## src/rtl/uart_rx_os7_pkg.sv

```systemverilog
// -----------------------------------------------------------------------------
// uart_rx_os7_pkg
// Shared UART definitions: FSM state encoding, default oversampling rate,
// sample-point indices within a bit period and the 2-of-3 majority helper.
// Intended to be shared with the matching transmitter.
// -----------------------------------------------------------------------------
package uart_rx_os7_pkg;

  typedef enum logic [1:0] {
    ST_IDLE  = 2'd0,
    ST_START = 2'd1,
    ST_DATA  = 2'd2,
    ST_STOP  = 2'd3
  } uart_state_e;

  // baud_tick pulses per bit period (divider is set to clk/baud/OS_RATE)
  localparam int OS_RATE_DEF = 7;

  // Sample-counter values at which the line is captured inside one bit
  localparam int SMP_A = 2;
  localparam int SMP_B = 3;
  localparam int SMP_C = 4;

  // Sample-counter value that closes a start/data bit, and the stop bit
  localparam int START_END = 6;
  localparam int STOP_END  = 4;

  function automatic logic maj3(input logic a, input logic b, input logic c);
    return (a & b) | (a & c) | (b & c);
  endfunction

endpackage

```

## src/rtl/uart_rx_os7_bit_sync.sv

```systemverilog
// -----------------------------------------------------------------------------
// uart_rx_os7_bit_sync
// STAGES-deep flip-flop synchronizer for a single asynchronous input.
// Reset loads RST_VAL into every stage so an idle-high line never shows a
// false edge when reset is released.
// Ports:
//   clk  in  system clock
//   rst  in  synchronous reset, active-high
//   i_d  in  asynchronous input
//   o_q  out synchronized copy of i_d, STAGES clocks late
// -----------------------------------------------------------------------------
module uart_rx_os7_bit_sync #(
  parameter int   STAGES  = 2,
  parameter logic RST_VAL = 1'b1
) (
  input  logic clk,
  input  logic rst,
  input  logic i_d,
  output logic o_q
);

  logic [STAGES-1:0] r_chain;

  // NOTE: sequential state uses <= so every stage samples the pre-edge value
  // of its neighbour; blocking = would collapse the chain into one flop.
  always_ff @(posedge clk) begin
    if (rst) begin
      r_chain <= {STAGES{RST_VAL}};
    end else begin
      r_chain[0] <= i_d;
      for (int i = 1; i < STAGES; i++) begin
        r_chain[i] <= r_chain[i-1];
      end
    end
  end

  assign o_q = r_chain[STAGES-1];

endmodule

```

## src/rtl/uart_rx_os7.sv

```systemverilog
// -----------------------------------------------------------------------------
// uart_rx_os7
// 8N1 UART receiver, LSB first, driven by an oversampling tick from the baud
// divider (OS_RATE ticks per bit). Each bit is captured at three sample points
// and resolved by 2-of-3 majority. Good bytes are presented with a one-clock
// rx_valid strobe; a stop bit sampled low gives a one-clock rx_ferr strobe.
// Ports:
//   clk        in   system clock, single domain
//   rst        in   synchronous reset, active-high
//   baud_tick  in   one-clock pulse, OS_RATE per bit period
//   rxd        in   asynchronous serial line, idle high
//   rx_data    out  last good byte, held until the next good byte
//   rx_valid   out  one-clock strobe: rx_data updated this cycle
//   rx_ferr    out  one-clock strobe: frame ended with stop sample 0
//   rx_busy    out  high while a frame is being received
// -----------------------------------------------------------------------------
module uart_rx_os7
  import uart_rx_os7_pkg::*;
#(
  parameter int DATA_BITS   = 8,
  parameter int OS_RATE     = OS_RATE_DEF,
  parameter int SYNC_STAGES = 2
) (
  input  logic                 clk,
  input  logic                 rst,
  input  logic                 baud_tick,
  input  logic                 rxd,
  output logic [DATA_BITS-1:0] rx_data,
  output logic                 rx_valid,
  output logic                 rx_ferr,
  output logic                 rx_busy
);

  localparam int SC_W  = (OS_RATE   > 1) ? $clog2(OS_RATE)   : 1;
  localparam int BIT_W = (DATA_BITS > 1) ? $clog2(DATA_BITS) : 1;

  localparam logic [SC_W-1:0]  SC_A      = SC_W'(SMP_A);
  localparam logic [SC_W-1:0]  SC_B      = SC_W'(SMP_B);
  localparam logic [SC_W-1:0]  SC_C      = SC_W'(SMP_C);
  localparam logic [SC_W-1:0]  SC_BITEND = SC_W'(START_END);
  localparam logic [SC_W-1:0]  SC_STOPEND = SC_W'(STOP_END);
  localparam logic [BIT_W-1:0] BIT_LAST  = BIT_W'(DATA_BITS - 1);

  // ---------------------------------------------------------------------------
  // Input synchronizer
  // ---------------------------------------------------------------------------
  logic w_rxs;

  uart_rx_os7_bit_sync #(
    .STAGES  (SYNC_STAGES),
    .RST_VAL (1'b1)
  ) u_rxd_sync (
    .clk (clk),
    .rst (rst),
    .i_d (rxd),
    .o_q (w_rxs)
  );

  // ---------------------------------------------------------------------------
  // State
  // ---------------------------------------------------------------------------
  uart_state_e          r_state,  w_state_nxt;
  logic [SC_W-1:0]      r_sc,     w_sc_nxt;
  logic [BIT_W-1:0]     r_bit,    w_bit_nxt;
  logic [DATA_BITS-1:0] r_shreg,  w_shreg_nxt;
  logic [2:0]           r_smp,    w_smp_nxt;    // captures at SC_A/SC_B/SC_C
  logic                 r_armed,  w_armed_nxt;
  logic [DATA_BITS-1:0] r_data,   w_data_nxt;
  logic                 r_valid,  w_valid_nxt;
  logic                 r_ferr,   w_ferr_nxt;

  logic w_vote;       // majority of the three stored captures
  logic w_vote_stop;  // stop bit closes on its third sample, so use it live

  assign w_vote      = maj3(r_smp[0], r_smp[1], r_smp[2]);
  assign w_vote_stop = maj3(r_smp[0], r_smp[1], w_rxs);

  // ---------------------------------------------------------------------------
  // Next-state / output logic
  // ---------------------------------------------------------------------------
  // NOTE: every variable gets a default before any branch; a path that left
  // one unassigned would infer a latch.
  always_comb begin
    w_state_nxt = r_state;
    w_sc_nxt    = r_sc;
    w_bit_nxt   = r_bit;
    w_shreg_nxt = r_shreg;
    w_smp_nxt   = r_smp;
    w_armed_nxt = r_armed;
    w_data_nxt  = r_data;
    w_valid_nxt = 1'b0;     // strobes fall on the next clock, tick or not
    w_ferr_nxt  = 1'b0;

    if (baud_tick) begin
      // A high line re-arms start detection; a held-low break never does.
      if (w_rxs) begin
        w_armed_nxt = 1'b1;
      end

      if (r_state != ST_IDLE) begin
        if (r_sc == SC_A) w_smp_nxt[0] = w_rxs;
        if (r_sc == SC_B) w_smp_nxt[1] = w_rxs;
        if (r_sc == SC_C) w_smp_nxt[2] = w_rxs;
        w_sc_nxt = r_sc + SC_W'(1);
      end

      unique case (r_state)
        ST_IDLE: begin
          if (r_armed && !w_rxs) begin
            w_state_nxt = ST_START;
            w_sc_nxt    = SC_W'(1);   // detect tick is sample 0
          end
        end

        ST_START: begin
          if (r_sc == SC_BITEND) begin
            w_sc_nxt  = '0;
            w_bit_nxt = '0;
            // A start bit that votes high was a glitch: drop it silently.
            w_state_nxt = w_vote ? ST_IDLE : ST_DATA;
          end
        end

        ST_DATA: begin
          if (r_sc == SC_BITEND) begin
            w_sc_nxt    = '0;
            w_shreg_nxt = {w_vote, r_shreg[DATA_BITS-1:1]};
            if (r_bit == BIT_LAST) begin
              w_state_nxt = ST_STOP;
            end else begin
              w_bit_nxt = r_bit + BIT_W'(1);
            end
          end
        end

        ST_STOP: begin
          // Leave two ticks early so a back-to-back start edge is not missed.
          if (r_sc == SC_STOPEND) begin
            if (w_vote_stop) begin
              w_data_nxt  = r_shreg;
              w_valid_nxt = 1'b1;
            end else begin
              w_ferr_nxt  = 1'b1;
            end
            w_state_nxt = ST_IDLE;
            w_sc_nxt    = '0;
            w_armed_nxt = 1'b0;
          end
        end

        default: begin
          w_state_nxt = ST_IDLE;
          w_sc_nxt    = '0;
        end
      endcase
    end
  end

  // ---------------------------------------------------------------------------
  // Registers
  // ---------------------------------------------------------------------------
  always_ff @(posedge clk) begin
    if (rst) begin
      r_state <= ST_IDLE;
      r_sc    <= '0;
      r_bit   <= '0;
      r_shreg <= '0;
      r_smp   <= '0;
      r_armed <= 1'b0;
      r_data  <= '0;
      r_valid <= 1'b0;
      r_ferr  <= 1'b0;
    end else begin
      r_state <= w_state_nxt;
      r_sc    <= w_sc_nxt;
      r_bit   <= w_bit_nxt;
      r_shreg <= w_shreg_nxt;
      r_smp   <= w_smp_nxt;
      r_armed <= w_armed_nxt;
      r_data  <= w_data_nxt;
      r_valid <= w_valid_nxt;
      r_ferr  <= w_ferr_nxt;
    end
  end

  assign rx_data  = r_data;
  assign rx_valid = r_valid;
  assign rx_ferr  = r_ferr;
  assign rx_busy  = (r_state != ST_IDLE);

endmodule

```

## config.mk

```make
export PLATFORM = sky130hd
export DESIGN_NAME = uart_rx_os7
export DESIGN_NICKNAME = d
export VERILOG_FILES = /design/src/rtl/uart_rx_os7_pkg.sv /design/src/rtl/uart_rx_os7_bit_sync.sv /design/src/rtl/uart_rx_os7.sv
export SDC_FILE = /design/constraint.sdc
export NUM_CORES = 1
export LEC_CHECK = 0
export ABC_AREA = 1
export BUFFER_PORTS_ARGS = -buffer_cell sky130_fd_sc_hd__buf_2
export CELL_PAD_IN_SITES_DETAIL_PLACEMENT = 1
export CELL_PAD_IN_SITES_GLOBAL_PLACEMENT = 1
export CORE_ASPECT_RATIO = 0.75
export CORE_MARGIN = 2
export CORE_UTILIZATION = 34
export CTS_CLUSTER_DIAMETER = 120
export CTS_CLUSTER_SIZE = 14
export DETAILED_ROUTE_END_ITERATION = 6
export GPL_TIMING_DRIVEN = 0
export PLACE_DENSITY_LB_ADDON = 0.1
export RECOVER_POWER = 50
export SLEW_MARGIN = 40
export SYNTH_ARGS = -nofsm -noshare
export SYNTH_HDL_FRONTEND = slang
export SYNTH_SLANG_ARGS = --single-unit
export TNS_END_PERCENT = 100
```

## constraint.sdc

```tcl
create_clock -name clk -period 1.2 [get_ports clk]
set_input_delay 0.24 -clock clk [delete_from_list [all_inputs] [get_ports clk]]
set_output_delay 0.24 -clock clk [all_outputs]
set_load 0.01 [all_outputs]
```

==> results of run 1 <==
## metrics by stage
step | total power, uW | utilization | instance area [um^2] | hold slack (ns) | TNS [ns]
3_5_place_dp | 1201 | 0.3945 | 1609 | 0.4099 | -3.373
5_1_grt | 2178 | 0.5368 | 2190 | 0.1436 | -4.423
6_report | 2079 | 0.5368 | 2190 | 0.1373 | -2.153
2_1_floorplan | 1174 | - | 1475 | 0.3438 | -0.02641
3_3_place_gp | 1198 | 0.3945 | 1609 | 0.4054 | -2.341
4_1_cts | 2088 | 0.5009 | 2043 | 0.1315 | -1.796
## sequential cells by signal, summed over array words and instances, names as in the netlist, named ones only
| signal | count |
|---|---|
| r_shreg | 8 |
| rx_ferr | 1 |
| r_smp | 3 |
| r_state | 1 |
| rx_valid | 1 |
| r_armed | 1 |
| rx_data | 8 |
| r_bit | 3 |
| u_rxd_sync.r_chain | 2 |
| r_sc | 3 |
## routing by layer
layer | vias to the layer above | part of all wire | routed length [um]
met2 | 17 | 0.49 | 2052
met1 | 641 | 0.47 | 1969
met5 | - | 0 | 0
li1 | 672 | - | -
met3 | 4 | 0.030 | 126
met4 | 0 | 0.0055 | 23
## worst min path at each step
| stage | start | to | depth (start not counted) |
|---|---|---|---|
| final | rxd | u_rxd_sync.r_chain[0]$_SDFF_PP1_ | 2 |
| after global routing | rxd | u_rxd_sync.r_chain[0]$_SDFF_PP1_ | 2 |
| after CTS | rxd | u_rxd_sync.r_chain[0]$_SDFF_PP1_ | 2 |
| after detailed placement | u_rxd_sync.r_chain[0]$_SDFF_PP1_ | u_rxd_sync.r_chain[1]$_SDFF_PP1_ | 1 |
| after global placement | u_rxd_sync.r_chain[0]$_SDFF_PP1_ | u_rxd_sync.r_chain[1]$_SDFF_PP1_ | 1 |
| after floorplan | rxd | u_rxd_sync.r_chain[0]$_SDFF_PP1_ | 1 |
## placed cells by master, fill, tap and decap left out, types with 7 or more instances in the layout
master / n
a21oi_2: 8
nor2_4: 9
dfxtp_1: 26
nand2_1: 21
nand2_2: 7
o21ai_2: 11
nor2_1: 25
o21ai_0: 9
buf_2: 11
buf_4: 14
ha_4: 8
## kinds of logic (layout without fill, tap and decap cells)
logic type / after synthesis / count (layout) / synth area share
buf+inv: 18 / 60 / 0.05617
fa+ha+maj: 10 / 10 / 0.08643
flops: 32 / 32 / 0.4425
compound gates: 37 / 37 / 0.1400
simple gates: 84 / 85 / 0.2748
## timing repair
item | 4_1_cts | 5_1_grt
pin swaps | 19 | 17
endpoints found under the setup margin | 27 | 29
hold endpoints to repair | 0 | 0
resized for setup | 66 | 34
gates cloned | 2 | 0
buffers inserted | 14 | 7
## cells in the mapped netlist
cell	count
nand2_1	27
a21oi_1	12
nor2_4	4
or2_2	2
inv_1	12
nand2_2	4
nor3_2	1
o211a_1	2
inv_2	1
nand3_1	5
dfxtp_1	32
nor4_1	1
clkinv_4	2
nor2_1	36
o21ai_0	21
a21oi_2	1
buf_2	3
nand3_2	1
nor3_1	1
ha_1	10
nand2_4	2
o21ai_2	1
## final cells by class
class	count	area, um^2
Fill cell	480	1889
Tap cell	55	68.82
Sequential cell	32	660.6
Clock buffer	6	82.58
Timing Repair Buffer	33	247.7
Buffer	3	15.01
Multi-Input combinational cell	132	1010
Inverter	15	88.84
Timing Repair inverter	1	6.256
Clock inverter	2	10.01
## report_power, final
part           internal (uW)  switching, uW
registers               1060           10.9
logic                   58.2           86.6
clock network            457            403
total                   1580            500
==> results by group, run 1 <==
STA
  • Max Freq: 744.6 MHz
  • Setup ws final: -0.1430 ns
  • Tcrit/Tclk final: 1.119
  • Layout Skew: 0.005249 ns
  • Final Setup Violations: 27
  • Max-slew violation count: 0
  • Slew headroom: 0.6684
  • Number of hold violations in the final report: 0
  • Minimum clock period: 1.343 ns
  • Slew @ Worst Pin: 0.4923 ns
  • RSZ-0062 raised after global routing: yes

Setup path
  • CP arrival: 1.52 ns
  • CP Capture Type: register
  • Critical Path Source Type: register
  • Critical Path Stages: 8
  • Critical-path cell list: inv_6, ha_4, nand2_4, nor2_4, nand2_4, clkinv_4, nand3_2, o211a_1
  • Cell mode on critical path: nand2_4
  • Bufs and invs on worst path: 2
  • Crit path capture: r_shreg[7]$_SDFFE_PP0P_
  • CP Max Fanout: 5
  • Slowest CP cell: dfxtp_4
  • Reg2reg start: r_sc[0]$_SDFFE_PP0P_
  • Crit-path leading delay family: simple AND/OR/NAND/NOR gates
  • Crit Path Category: register to register
  • Worst reg-to-reg setup slack: -0.14 ns
  • Reg2reg path depth: 8
  • Crit-path max cell delay: 0.36 ns
  • WP data required: 1.38 ns
  • Crit path launch: r_sc[0]$_SDFFE_PP0P_
  • Reg-to-reg endpoint: r_shreg[7]$_SDFFE_PP0P_

Floorplanning
  • Starting Density: 0.3549
  • Core area: 4079 um^2
  • Die Span X: 79.35 um
  • Die Y: 60.51 um
  • Site Rows: 20
  • Full die area: 4801 um^2
  • I/O pin cnt: 15

Run
  • Max-Cap Viols: 0

Synth
  • Synth Warn #: 0
  • Synth Area per Inst: 7.998 um^2
  • Yosys cell types: 22
  • Synth area leader: dfxtp_1
  • Post-Syn Nets: 195
  • Sequential cell area fraction in the yosys report: 0.4425
  • Cells after Synth: 181
  • Synthesized cell area: 1448 um^2
  • Top post-synthesis cells by area: dfxtp_1, nor2_1, ha_1
  • Synthesis-stage register bit count: 32
  • Yosys top cell area share: 0.4425

Run status
  • Status: finished, violations left
  • Failing checks: negative setup slack

Clocking
  • CTS tree: built
  • Clock transition at path regs: 0.07 ns
  • CTS Hold Bufs: 0
  • Clk root buf: clkbuf_8
  • Clock Sinks: 32
  • Num CTS Buffers: 5
  • Htree depth: 2
  • Worst-skew pair later-pin latency: 0.28 ns
  • CTS Buffer Depth: 2

Placed design
  • DP Worst Slack: -0.1783 ns
  • Placed cells: 249
  • GP Congestion: 0.7688
  • Hpwl dp: 2450 um
  • Port Buffers: 13

Detailed routing
  • Post-route antenna net violation count: 0
  • Final wirelength: 4171 um
  • Drt wl/cell: 14.95 um
  • Routed via count: 1334
  • DR pass1 iterations: 4
  • # DRC: 0
  • Vias/cell: 4.781
  • DR iter-0 viols: 20

Global routing
  • Met2 Usage GRT: 0.3002
  • Initial antenna violation count: 0
  • Largest net degree at the start of global routing: 11
  • GRT Total Usage: 0.1824
  • Vias in the first global route: 1348
  • Global-route wire length before repair: 6548 um
  • Met1 Use GR: 0.2461
  • Total grt overflow: 0
  • Met3 global-route usage: 0.04911
  • Top Usage Layer GRT: met2

Power and ir drop
  • Leak: 0.0009245 uW
  • Pwr Density: 949.5 nW/um^2
  • Max rail drop VDD: 781.9 uV

Final layout
  • Final non-filler cell total: 279
  • Final nets: 237
  • Ant. Diodes: 0
  • Layout cell share with drive strength beyond 1: 0.5402
  • Area delta synth->final: 51.25%

Min path
  • Worst hold path type: input pin to register
Power figures use the tool's default switching activity.
==> inputs of run 2 (changes only) <==
clock period = 1.5 ns   (was 1.2 ns; I/O delays follow)
==> results by group, run 2 (synthesis gave the netlist of run 1 again) <==
Setup path
  • Crit-path leading delay family: flip-flops (was simple AND/OR/NAND/NOR gates)
  • Bufs and invs on worst path: 3 (was 2)
  • WP data required: 1.20 ns (was 1.38 ns)
  • Critical Path Source Type: register (unchanged)
  • CP Capture Type: output pin (was register)
  • Slowest CP cell: dfxtp_2 (was dfxtp_4)
  • CP arrival: 1.12 ns (was 1.52 ns)
  • Critical-path cell list: inv_1, ha_4, inv_2, buf_2 (was inv_6, ha_4, nand2_4, nor2_4, nand2_4, clkinv_4, nand3_2, o211a_1)
  • CP Max Fanout: 5 (unchanged)
  • Crit Path Category: register to output pin (was register to register)
  • Crit-path max cell delay: 0.37 ns (was 0.36 ns)

Global routing
  • Initial antenna violation count: 0 (unchanged)
  • Total grt overflow: 0 (unchanged)
  • Vias in the first global route: 1153 (was 1348)
  • Global-route wire length before repair: 5451 um (was 6548 um)
  • Largest net degree at the start of global routing: 11 (unchanged)
  • GRT Total Usage: 0.1512 (was 0.1824)

Final layout
  • Sequential Area: 646.9 um^2 (was 660.6 um^2)
  • Ant. Diodes: 0 (unchanged)
  • Area delta synth->final: 16.94% (was 51.25%)
  • Final non-filler cell total: 257 (was 279)
  • Most common cell after layout, fill and taps aside: nor2_1 (was dfxtp_1)
  • Commonest cells after routing, fill and taps aside: nor2_1, dfxtp_1, nand2_1 (was dfxtp_1, nor2_1, nand2_1)
  • Layout Utilization: 0.4150 (was 0.5368)
  • # fillers: 507 (was 480)
  • Final nets: 216 (was 237)
  • Layout cell share with drive strength beyond 1: 0.2079 (was 0.5402)
  • Multi-input logic area: 745.7 um^2 (was 1010 um^2)

Clocking
  • Htree depth: 2 (unchanged)
  • Clock Sinks: 32 (unchanged)
  • Num CTS Buffers: 5 (unchanged)
  • CTS Hold Bufs: 0 (unchanged)
  • CTS Buffer Depth: 2 (unchanged)
  • CTS tree: built (unchanged)
  • Clk root buf: clkbuf_8 (unchanged)
  • Worst-skew pair later-pin latency: 0.28 ns (about the same)
  • Clock transition at path regs: 0.07 ns (about the same)

Detailed routing
  • DR WL met2: 1369 um (was 2052 um)
  • Routed met1 length: 1738 um (was 1969 um)
  • Post-route antenna net violation count: 0 (unchanged)
  • Vias/cell: 4.720 (was 4.781)
  • Met3 wire len: 96 um (was 126 um)
  • Drt wl/cell: 12.63 um (was 14.95 um)
  • Routed via count: 1213 (was 1334)
  • Top sig layer: met4 (unchanged)
  • DR pass1 iterations: 4 (unchanged)
  • Final wirelength: 3247 um (was 4171 um)
  • DR iter-0 viols: 32 (was 20)
  • # DRC: 0 (unchanged)

STA
  • Layout Skew: 0.008198 ns (was 0.005249 ns)
  • Max-slew violation count: 0 (unchanged)
  • Max Freq: 705.4 MHz
  • Number of hold violations in the final report: 0 (unchanged)
  • RSZ-0062 raised after global routing: no (was yes)
  • Tcrit/Tclk final: 0.9451
  • Slew headroom: 0.6718 (was 0.6684)
  • Setup ws final: 0.08238 ns (was -0.1430 ns)
  • Final Setup Violations: 0 (was 27)
  • Slew @ Worst Pin: 0.4922 ns (was 0.4923 ns)
  • Hold_ws: 0.2064 ns (was 0.1373 ns)
  • Minimum clock period: 1.418 ns

Placed design
  • GP Congestion: 0.7348 (was 0.7688)
  • Port Buffers: 13 (unchanged)
  • DP Worst Slack: -0.05020 ns (was -0.1783 ns)
  • Placed cells: 249 (unchanged)
  • Hpwl dp: 2560 um (was 2450 um)

Floorplanning
  • I/O pin cnt: 15 (unchanged)
  • Core area: 4079 um^2 (unchanged)
  • Die Span X: 79.35 um (unchanged)
  • Full die area: 4801 um^2 (unchanged)
  • Site Rows: 20 (unchanged)
  • Starting Density: 0.3549 (unchanged)
  • Die Y: 60.51 um (unchanged)

Power and ir drop
  • Leak: 0.0006976 uW (was 0.0009245 uW)
  • Max rail drop VDD: 354.4 uV (was 781.9 uV)
  • Tot Pwr: 1647 uW (was 2079 uW)
  • Pwr Density: 972.9 nW/um^2 (was 949.5 nW/um^2)

Run status
  • Status: completed (was finished, violations left)

Min path
  • Worst hold path type: input pin to register (unchanged)

Run
  • Max-Cap Viols: 0 (unchanged)
==> run 2: changes by cell type in the layout (fill, tap and decap cells not counted), sizes merged <==
cell | before | now
nand2 | 34 | 33
buf | 32 | 6
clkinv | 4 | 1
clkbuf | 10 | 18
==> run 2: worst paths after layout <==
check,from,end,slack [ns],cells after the start
worst max-delay path,register,rx_busy,0.08,4
worst min-delay path,rxd,u_rxd_sync.r_chain[0]$_SDFF_PP1_,0.21,2
worst max register to register,r_state[0]$_SDFFE_PP0P_,r_state[0]$_SDFFE_PP0P_,0.13,8
worst min register to register,u_rxd_sync.r_chain[0]$_SDFF_PP1_,u_rxd_sync.r_chain[1]$_SDFF_PP1_,0.41,1
==> run 2: repair_timing <==
action / in CTS / in global routing
pin swaps: 0 / 1
gates resized for setup: 5 / 7
buffers inserted: 0 / 1
endpoints found under the setup margin: 5 / 13
==> run 2: through the flow <==
stage          instance area [um^2]  setup TNS, ns
3_5_place_dp                   1582        -0.1407
3_3_place_gp                   1582       -0.05658
5_1_grt                        1693              0
4_1_cts                        1695              0
2_1_floorplan                  1448              0
6_report                       1693              0
==> run 2: report_power, final <==
group	switching [uW]	internal, uW	total (uW)
Clock	297	408	705
Combinational	50.7	27.1	77.9
Sequential	7.08	857	864
==> run 2: final cells by class <==
cell class                      instances  share of cell area
Multi-Input combinational cell        131              0.4405
Buffer                                  3            0.008130
Clock buffer                            7             0.05691
Timing Repair Buffer                   14             0.03548
Tap cell                               55             0.04065
Inverter                               15             0.03622
Sequential cell                        32              0.3821
==> run 2: routing by layer <==
metal | vias to the layer above | track usage
met5 | - | 0
met4 | 0 | 0.05172
met3 | 7 | 0.04464
met2 | 13 | 0.2312
met1 | 567 | 0.2069
li1 | 626 | -
==> inputs of run 3 (changes only) <==
--- a/config.mk
+++ b/config.mk
@@ -18,3 +18,3 @@
 export GPL_TIMING_DRIVEN = 0
-export PLACE_DENSITY_LB_ADDON = 0.1
+export PLACE_DENSITY = 0.67
 export RECOVER_POWER = 50
@@ -23,2 +23,3 @@
 export SYNTH_HDL_FRONTEND = slang
+export SYNTH_HIERARCHICAL = 1
 export SYNTH_SLANG_ARGS = --single-unit
--- a/constraint.sdc
+++ b/constraint.sdc
@@ -3,2 +3,2 @@
 set_output_delay 0.3 -clock clk [all_outputs]
-set_load 0.01 [all_outputs]
+set_load 0.005 [all_outputs]
==> results by group, run 3 <==
Run status
  • Status: completed (unchanged)

Synth
  • Yosys cell types: 24 (was 22)
  • Cells after Synth: 189 (was 181)
  • Synthesized cell area: 1468 um^2 (was 1448 um^2)
  • Main synth FF type: dfxtp_1 (unchanged)
  • EDFF count, synth: 0 (unchanged)
  • Sequential cell area fraction in the yosys report: 0.4365 (was 0.4425)
  • Synthesis-stage register bit count: 32 (unchanged)
  • Post-Syn Nets: 203 (was 195)
  • Most common cell in the netlist: nor2_1 (unchanged)
  • Synth Warn #: 6 (was 0)
  • Yosys top cell area share: 0.4365 (was 0.4425)
  • Synth Area per Inst: 7.765 um^2 (was 7.998 um^2)
  • Post-synth top cells: nor2_1, dfxtp_1, nand2_1 (unchanged)
  • Synth area leader: dfxtp_1 (unchanged)
  • Top post-synthesis cells by area: dfxtp_1, nor2_1, ha_1 (unchanged)
  • Asr flop ratio synth: 0 (unchanged)

Clocking
  • CTS Buffer Depth: 2 (unchanged)
  • Htree depth: 2 (unchanged)
  • CTS Hold Bufs: 0 (unchanged)
  • Clock Sinks: 32 (unchanged)
  • CTS tree: built (unchanged)
  • Worst-skew pair later-pin latency: 0.28 ns (about the same)
  • Num CTS Buffers: 5 (unchanged)
  • Clock transition at path regs: 0.07 ns (about the same)
  • Clk root buf: clkbuf_8 (unchanged)

Setup path
  • CP Capture Type: output pin (unchanged)
  • CP Max Fanout: 4 (was 5)
  • CP arrival: 1.11 ns (was 1.12 ns)
  • Crit Path Category: register to output pin (unchanged)
  • WP data required: 1.20 ns (about the same)
  • Critical Path Source Type: register (unchanged)

Global routing
  • Vias in the first global route: 1271 (was 1153)
  • Initial antenna violation count: 0 (unchanged)
  • Largest net degree at the start of global routing: 11 (unchanged)
  • Global-route wire length before repair: 5796 um (was 5451 um)
  • Total grt overflow: 0 (unchanged)
  • GRT Total Usage: 0.1588 (was 0.1512)

STA
  • Final Setup Violations: 0 (unchanged)
  • Minimum clock period: 1.407 ns (was 1.418 ns)
  • Setup ws final: 0.09318 ns (was 0.08238 ns)
  • Max-slew violation count: 0 (unchanged)
  • Slew @ Worst Pin: 0.3010 ns (was 0.4922 ns)
  • Hold_ws: 0.1830 ns (was 0.2064 ns)
  • Tcrit/Tclk final: 0.9379 (was 0.9451)
  • Max Freq: 710.8 MHz (was 705.4 MHz)
  • TNS Setup: 0 ns (unchanged)
  • Number of hold violations in the final report: 0 (unchanged)
  • Layout Skew: 0.006584 ns (was 0.008198 ns)
  • RSZ-0062 raised after global routing: yes (was no)
  • Slew headroom: 0.7978 (was 0.6718)

Min path
  • Worst hold path type: input pin to register (unchanged)

Final layout
  • Most common cell after layout, fill and taps aside: nor2_1 (unchanged)
  • Layout cell share with drive strength beyond 1: 0.2311 (was 0.2079)
  • Final nets: 225 (was 216)
  • Commonest cells after routing, fill and taps aside: nor2_1, nand2_1, dfxtp_1 (was nor2_1, dfxtp_1, nand2_1)
  • # fillers: 531 (was 507)
  • Area delta synth->final: 18.41% (was 16.94%)
  • Ant. Diodes: 0 (unchanged)
  • Sequential Area: 649.4 um^2 (was 646.9 um^2)
  • Multi-input logic area: 760.7 um^2 (was 745.7 um^2)
  • Final non-filler cell total: 267 (was 257)

Detailed routing
  • # DRC: 0 (unchanged)
  • Routed via count: 1234 (was 1213)
  • DR iter-0 viols: 34 (was 32)
  • DR pass1 iterations: 4 (unchanged)
  • Top sig layer: met4 (unchanged)
  • Vias/cell: 4.622 (was 4.720)
  • DR WL met2: 1536 um (was 1369 um)
  • Drt wl/cell: 12.65 um (was 12.63 um)
  • Routed met1 length: 1696 um (was 1738 um)
  • Post-route antenna net violation count: 0 (unchanged)
  • Met3 wire len: 102 um (was 96 um)
  • Final wirelength: 3377 um (was 3247 um)

Floorplanning
  • Full die area: 4864 um^2 (was 4801 um^2)
  • Starting Density: 0.3576 (was 0.3549)
  • Core area: 4104 um^2 (was 4079 um^2)
  • Site Rows: 20 (unchanged)
  • I/O pin cnt: 15 (unchanged)
  • Die Y: 60.90 um (was 60.51 um)
  • Die Span X: 79.87 um (was 79.35 um)

Placed design
  • GP Congestion: 0.7850 (was 0.7348)
  • Placed cells: 258 (was 249)
  • Port Buffers: 14 (was 13)
  • Hpwl dp: 2572 um (was 2560 um)
  • DP Worst Slack: -0.02927 ns (was -0.05020 ns)

Power and ir drop
  • Leak: 0.0007515 uW (was 0.0006976 uW)
  • Tot Pwr: 1635 uW (was 1647 uW)
  • Pwr Density: 940.7 nW/um^2 (was 972.9 nW/um^2)
  • Max rail drop VDD: 431.0 uV (was 354.4 uV)

Run
  • Max-Cap Viols: 0 (unchanged)
[run 3: cell types whose count changed after synthesis, sizes merged, moves of 2 or more]
cell / change
a21oi: -3
inv: +4
nand2: +6
nor2: +3
nor3: +2
o21ai: -2
[run 3: critical path: stages, from the launching register on]
cell,delay [ns]
dfxtp_2,0.36
inv_1,0.09
ha_4,0.19
inv_2,0.08
buf_2,0.11
[run 3: layer usage]
metal | GRT usage | up-vias
li1 | - | 640
met1 | 0.2018 | 577
met2 | 0.2629 | 12
met3 | 0.04018 | 5
met4 | 0.06538 | 0
met5 | 0 | -
[run 3: layout make-up]
cell class                 count  area share
inverter                      19     0.04824
multi-input combinational    135      0.4377
timing repair buffer          15     0.04032
clock buffer                   8     0.05184
tap                           55     0.03960
buffer                         3    0.008639
sequential                    32      0.3736
[run 3: final timing paths]
path	from	to	slack, ns	cells past startpoint
worst min register to register	u_rxd_sync/r_chain[0]$_SDFF_PP1_	u_rxd_sync/r_chain[1]$_SDFF_PP1_	0.42	2
worst max register to register	r_sc[0]$_SDFFE_PP0P_	rx_data[4]$_SDFFE_PP0P_	0.13	9
worst min-delay path	rxd	u_rxd_sync/r_chain[0]$_SDFF_PP1_	0.18	3
worst max-delay path	register	rx_busy	0.09	4
[run 3: stage by stage]
step | area, um^2 | utilization
floorplan | 1468 | -
global placement | 1607 | 0.3915
detailed placement | 1607 | 0.3915
CTS | 1714 | 0.4177
global route | 1738 | 0.4235
finish | 1738 | 0.4235
[run 3: cell families after synthesis]
group           share of synthesized area
simple gates                       0.2975
flops                              0.4365
compound gates                     0.1142
buf+inv                           0.06649
fa+ha+maj                         0.08525
[run 3: where the power goes]
group / switching (uW) / total [uW] / internal (uW)
combinational: 52.0 / 81.9 / 29.9
sequential: 7.42 / 864 / 857
clock: 315 / 689 / 374
[run 3: repair_timing]
| item | in CTS | in global routing |
|---|---|---|
| setup endpoints to repair | 3 | 24 |
| gates resized for setup | 6 | 17 |
| setup buffers | 0 | 1 |
| pin swaps | 0 | 1 |
